### src/rtl/cpu_pkg.sv
// Shared definitions for the single-issue core.
// Sequencer states, opcodes and default load wait.
package cpu_pkg;

  typedef enum logic [1:0] {
    SEQ_IDLE    = 2'b00,
    SEQ_FETCH   = 2'b01,
    SEQ_EXECUTE = 2'b10,
    SEQ_STALL   = 2'b11
  } seq_state_e;

  localparam logic [6:0] OP_RTYPE  = 7'b0110011;
  localparam logic [6:0] OP_IMM    = 7'b0010011;
  localparam logic [6:0] OP_LOAD   = 7'b0000011;
  localparam logic [6:0] OP_STORE  = 7'b0100011;
  localparam logic [6:0] OP_BRANCH = 7'b1100011;
  localparam logic [6:0] OP_JAL    = 7'b1101111;
  localparam logic [6:0] OP_JALR   = 7'b1100111;
  localparam logic [6:0] OP_LUI    = 7'b0110111;

  localparam int DEFAULT_LOAD_WAIT = 1;

endpackage

### src/rtl/cpu_sequencer_if.sv
// Control/strobe bundle between host, control_unit,
// datapath and the sequencer.
interface cpu_sequencer_if #(
  parameter int RETIRE_WIDTH = 16
);
  logic                    processor_enable;
  logic                    memory_to_register;
  logic                    memory_write_in;
  logic                    register_write_in;
  logic                    instruction_load;
  logic                    pc_write;
  logic                    register_write;
  logic                    memory_write;
  logic [1:0]              state;
  logic [RETIRE_WIDTH-1:0] retired_count;

  modport master (
    output processor_enable,
    output memory_to_register,
    output memory_write_in,
    output register_write_in,
    input  instruction_load,
    input  pc_write,
    input  register_write,
    input  memory_write,
    input  state,
    input  retired_count
  );

  modport slave (
    input  processor_enable,
    input  memory_to_register,
    input  memory_write_in,
    input  register_write_in,
    output instruction_load,
    output pc_write,
    output register_write,
    output memory_write,
    output state,
    output retired_count
  );
endinterface

### src/rtl/cpu_sequencer.sv
// Multi-cycle FETCH/EXECUTE/STALL sequencer.
// Gates PC, IR, regfile and dmem write strobes.
module cpu_sequencer
  import cpu_pkg::*;
#(
  parameter int LOAD_WAIT_CYCLES = DEFAULT_LOAD_WAIT,
  parameter int RETIRE_WIDTH     = 16
) (
  input  logic             clock,
  input  logic             reset,
  cpu_sequencer_if.slave   bus
);

  seq_state_e              state_q, state_d;
  logic [1:0]              stall_q, stall_d;
  logic [RETIRE_WIDTH-1:0] count_q;
  logic                    retire;
  logic                    il, pw, rw, mw;
  logic                    en, ld;

  assign en = bus.processor_enable;
  assign ld = bus.memory_to_register;

  // State, stall counter and retire counter registers
  always_ff @(posedge clock or negedge reset) begin
    if (!reset) begin
      state_q <= SEQ_IDLE;
      stall_q <= 2'd0;
      count_q <= '0;
    end else begin
      state_q <= state_d;
      stall_q <= stall_d;
      if (retire) count_q <= count_q + 1'b1;
    end
  end

  // Next state and strobes; a started instruction always retires
  always_comb begin
    state_d = state_q;
    stall_d = stall_q;
    il      = 1'b0;
    pw      = 1'b0;
    rw      = 1'b0;
    mw      = 1'b0;
    retire  = 1'b0;
    unique case (state_q)
      SEQ_IDLE: begin
        if (en) state_d = SEQ_FETCH;
      end
      SEQ_FETCH: begin
        il      = en;
        state_d = en ? SEQ_EXECUTE : SEQ_IDLE;
      end
      SEQ_EXECUTE: begin
        mw = bus.memory_write_in & ~ld;
        if (ld && LOAD_WAIT_CYCLES > 0) begin
          stall_d = 2'(LOAD_WAIT_CYCLES - 1);
          state_d = SEQ_STALL;
        end else begin
          pw      = 1'b1;
          rw      = bus.register_write_in;
          retire  = 1'b1;
          state_d = en ? SEQ_FETCH : SEQ_IDLE;
        end
      end
      SEQ_STALL: begin
        if (stall_q != 2'd0) begin
          stall_d = stall_q - 2'd1;
        end else begin
          pw      = 1'b1;
          rw      = bus.register_write_in;
          retire  = 1'b1;
          state_d = en ? SEQ_FETCH : SEQ_IDLE;
        end
      end
    endcase
  end

  assign bus.instruction_load = reset & il;
  assign bus.pc_write         = reset & pw;
  assign bus.register_write   = reset & rw;
  assign bus.memory_write     = reset & mw;
  assign bus.state            = state_q;
  assign bus.retired_count    = count_q;

endmodule

### src/flat_wrapper.sv
// flat-port wrapper written by rule: the top's interface ports become plain ports
module cpu_sequencer_flat import cpu_pkg::*;
#(
  parameter int LOAD_WAIT_CYCLES = DEFAULT_LOAD_WAIT,
  parameter int RETIRE_WIDTH     = 16
)
  (clock, reset, bus_processor_enable, bus_memory_to_register, bus_memory_write_in, bus_register_write_in, bus_instruction_load, bus_pc_write, bus_register_write, bus_memory_write, bus_state, bus_retired_count);
  cpu_sequencer_if #(.RETIRE_WIDTH(RETIRE_WIDTH)) bus_i ();
  input  logic clock;
  input  logic reset;
  input wire logic [$bits(bus_i.processor_enable)-1:0] bus_processor_enable;
  input wire logic [$bits(bus_i.memory_to_register)-1:0] bus_memory_to_register;
  input wire logic [$bits(bus_i.memory_write_in)-1:0] bus_memory_write_in;
  input wire logic [$bits(bus_i.register_write_in)-1:0] bus_register_write_in;
  output wire logic [$bits(bus_i.instruction_load)-1:0] bus_instruction_load;
  output wire logic [$bits(bus_i.pc_write)-1:0] bus_pc_write;
  output wire logic [$bits(bus_i.register_write)-1:0] bus_register_write;
  output wire logic [$bits(bus_i.memory_write)-1:0] bus_memory_write;
  output wire logic [$bits(bus_i.state)-1:0] bus_state;
  output wire logic [$bits(bus_i.retired_count)-1:0] bus_retired_count;
  assign bus_i.processor_enable = bus_processor_enable;
  assign bus_i.memory_to_register = bus_memory_to_register;
  assign bus_i.memory_write_in = bus_memory_write_in;
  assign bus_i.register_write_in = bus_register_write_in;
  assign bus_instruction_load = bus_i.instruction_load;
  assign bus_pc_write = bus_i.pc_write;
  assign bus_register_write = bus_i.register_write;
  assign bus_memory_write = bus_i.memory_write;
  assign bus_state = bus_i.state;
  assign bus_retired_count = bus_i.retired_count;
  cpu_sequencer #(.LOAD_WAIT_CYCLES(LOAD_WAIT_CYCLES), .RETIRE_WIDTH(RETIRE_WIDTH)) u_core (.clock(clock), .reset(reset), .bus(bus_i));
endmodule
### config.mk
export PLATFORM = sky130hd
export DESIGN_NAME = cpu_sequencer_flat
export DESIGN_NICKNAME = d
export VERILOG_FILES = /design/src/rtl/cpu_pkg.sv /design/src/rtl/cpu_sequencer_if.sv /design/src/rtl/cpu_sequencer.sv /design/src/flat_wrapper.sv
export SDC_FILE = /design/constraint.sdc
export NUM_CORES = 1
export LEC_CHECK = 0
export ABC_AREA = 1
export CAP_MARGIN = 30
export CORE_UTILIZATION = 54
export CTS_CLUSTER_DIAMETER = 30
export CTS_CLUSTER_SIZE = 20
export DETAILED_ROUTE_END_ITERATION = 12
export DONT_BUFFER_PORTS = 1
export PLACE_DENSITY_LB_ADDON = 0.25
export SKIP_CTS_REPAIR_TIMING = 1
export SLEW_MARGIN = 15
export SYNTH_ARGS = -nofsm -noshare
export SYNTH_HDL_FRONTEND = slang
export SYNTH_SLANG_ARGS = --single-unit
### constraint.sdc
create_clock -name clock -period 1.4 [get_ports clock]
set_input_delay 0.42 -clock clock [delete_from_list [all_inputs] [get_ports clock]]
set_output_delay 0.42 -clock clock [all_outputs]
set_load 0.01 [all_outputs]
==> metrics.cfg <==
[synth]
synth_nets=143
synth.top_cells.by_area=sky130_fd_sc_hd__dfrtp_1 (46%), sky130_fd_sc_hd__nand2_1 (13%), sky130_fd_sc_hd__inv_1 (7.0%), sky130_fd_sc_hd__nor2_1 (6.6%), sky130_fd_sc_hd__nand3_1 (4.2%)
synth_edf_count=0
yosys.area.top_type_share_pct=46.3
synth-seq-cells=20
ys_seq_area_share_pct=46.3
synth.distinct_cells=21
netlist.top_cell.by_area=sky130_fd_sc_hd__dfrtp_1
async_reset_ff_share_pct=100
synthesis.yosys.warnings=0
synth.most_common_cell=sky130_fd_sc_hd__nand2_1
postSynthCellCount=135
synth.avg_cell_area_um2=8.00
yosys_most_used_dff=sky130_fd_sc_hd__dfrtp_1
mappedNetlistArea_um2=1080
synth.top_cells.by_count=sky130_fd_sc_hd__nand2_1 (37), sky130_fd_sc_hd__dfrtp_1 (20), sky130_fd_sc_hd__inv_1 (20), sky130_fd_sc_hd__nor2_1 (19), sky130_fd_sc_hd__nand3_1 (9)

[grt]
globalRouteTotalUtil_pct=22.3
grt_overflow=0
grt_antenna_before_repair=0
grt_max_degree=24
grt_pass1_wl_um=3320
first_global_vias=793

[die]
die_w_um=46.7
rows=15
effective_utilization_at_floorplan_pct=59.9
die_area_um2=2180
floorplan_core_area_um2=1800
io_pins=28
die_h_um=46.7

[clocking]
cts_max_path_buffers=2
clk_pin_slew_ns=0.11
tritoncts=done
clkLatencyLatePin_ns=0.31
root_buffer=sky130_fd_sc_hd__clkbuf_4
cts_buffers=3
cts_num_sinks=20
htree_num_levels=1

[placement]
place.port_buffers=0
detailed_placement_hpwl_um=1610
gpl.final_weighted_congestion=0.806
place_inst=172
post_placement_setup_slack_ns=-0.0115

[critical_path]
crit_reg_reg_startpoint=u_core.stall_q[1]$_DFFE_PN0P_
crit_start=u_core.stall_q[1]$_DFFE_PN0P_
cp_data_arrival_time_ns=1.32
cp-end-kind=output pin
critical_path.max_fanout=5
timing_worst_setup_path_type=register to output pin
ff2ff_path_depth=11
r2r-end=u_core.bus.retired_count[9]$_DFFE_PN0P_
cp.required_ns=0.98
regToRegSetupSlack_ns=-0.08
cp_capture_point=bus_register_write
timing.critical_path.from_type=register

[sta]
timing_max_transition_violations_final=0
max_freq_mhz=576
final_min_period_over_clock_period_pct=124
finalCriticalPeriod_ns=1.74
unrepaired_setup_endpoints_after_global_routing=true
finalWorstSetupSlack_ns=-0.336
worst_slew_pin_slew_ns=0.866
timing.final.hold_violations=0
timing.clock.skew_ns=0.00549
fin_tns_setup_ns=-1.06
timing.max_slew.rel_slack_pct=42.1
setup-violations-final=6

[final_layout]
num-nets-final=164
n_fill_cell=140
post_layout_nonfiller_instances=180
final_layout_size_suffix_gt1_share_pct=21.9
utilization_after_layout_pct=72.8
antenna_cells=0
syn2layout_area_growth_pct=21.6

[status]
violations_in_the_final_reports=negative setup slack
status=finished with violations

[drt]
post_drt_via_cell_ratio=5.16
route.antenna.remaining_nets=0
firstDrtPassIters=4
routed-via-count=928
detailed_route_drc_error_count=0
detail_route.wl_per_cell_um=12.5
dr.first_iter.drc_count=13
postRouteWirelength_um=2260

[power]
powerDensity_nw_per_um2=1410
power.total_uw=1860
vdd_ir_drop_max_mv=1.09
p_leak_uw=0.000644

[hold_path]
worst_hold_path_type=primary input to register
holdCritStartpoint=bus_processor_enable

[run]
drv_cap=0

-- registers in the layout, summed over array words and instances (netlist names) --
name	count
u_core.bus.retired_count	16
u_core.bus.state	2
u_core.stall_q	2
-- placed cells by master, fill, tap and decap left out, drive strengths merged --
| master | synthesis | final |
|---|---|---|
| and3 | 1 | 1 |
| buf | 1 | 16 |
| bufinv | 0 | 1 |
| clkbuf | 0 | 3 |
| dfrtp | 20 | 20 |
| dlygate4sd3 | 0 | 1 |
| ha | 2 | 2 |
| inv | 21 | 21 |
| nand2 | 40 | 40 |
| nand3 | 11 | 11 |
| nand3b | 2 | 2 |
| nand4 | 4 | 4 |
| nor2 | 19 | 19 |
| nor3 | 2 | 2 |
| o21ai | 3 | 3 |
| o22ai | 1 | 1 |
| xnor2 | 4 | 4 |
| xor2 | 4 | 4 |
-- layout make-up --
| cell class | count | area [um2] | area share, % |
|---|---|---|---|
| Sequential cell | 20 | 502 | 38.2 |
| Tap cell | 25 | 31.3 | 2.38 |
| Timing Repair Buffer | 17 | 138 | 10.5 |
| Inverter | 21 | 78.8 | 6.01 |
| Clock buffer | 3 | 22.5 | 1.72 |
| Clock inverter | 1 | 30.0 | 2.29 |
| Multi-Input combinational cell | 93 | 510 | 38.9 |
-- worst max-delay path: stages, from the launching register on --
cell and delay (ns):
sky130_fd_sc_hd__dfrtp_1 0.38, sky130_fd_sc_hd__inv_1 0.07, sky130_fd_sc_hd__ha_1 0.17, sky130_fd_sc_hd__nand3_2 0.10, sky130_fd_sc_hd__nand2_4 0.10, sky130_fd_sc_hd__and3_4 0.19
-- metrics by stage --
step	hold slack (ns)	area [um2]
after floorplan	0.124	1090
after global placement	0.125	1200
after detailed placement	0.125	1200
after CTS	-0.215	1260
after global routing	0.264	1310
final	0.239	1310
-- worst min path at each step --
stage	slack (ns)	to	cells past startpoint
after floorplan	0.12	u_core.bus.retired_count[0]$_DFFE_PN0P_	0
after global placement	0.12	u_core.bus.retired_count[2]$_DFFE_PN0P_	0
after detailed placement	0.12	u_core.bus.retired_count[2]$_DFFE_PN0P_	0
after CTS	-0.22	u_core.bus.retired_count[5]$_DFFE_PN0P_	0
after global routing	0.26	u_core.bus.state[0]$_DFFE_PN0P_	2
final	0.24	u_core.bus.state[0]$_DFFE_PN0P_	2
-- per-layer routing --
metal / vias up / share of wire, % / global-route usage (%)
met5: - / 0 / 0
met4: 0 / 1.8 / 12.0
met3: 4 / 6.5 / 5.88
met2: 36 / 46 / 35.0
met1: 429 / 45 / 28.0
li1: 459 / - / -
-- cell families (layout without fill, tap and decap cells) --
group           count (synthesis)  in the layout  synth area share [%]
compound gates                  4              4                  1.97
xor+xnor                        8              8                  6.49
fa+ha+maj                       2              2                  2.32
buf+inv                        22             42                  8.34
flops                          20             20                  46.3
simple gates                   79             79                  34.5
-- power by group --
group | switching (uW) | internal, uW | total (uW)
clock | 185 | 290 | 474
combinational | 340 | 273 | 612
sequential | 91.8 | 679 | 770
total | 616 | 1240 | 1860
(Power assumes the default switching activity.)
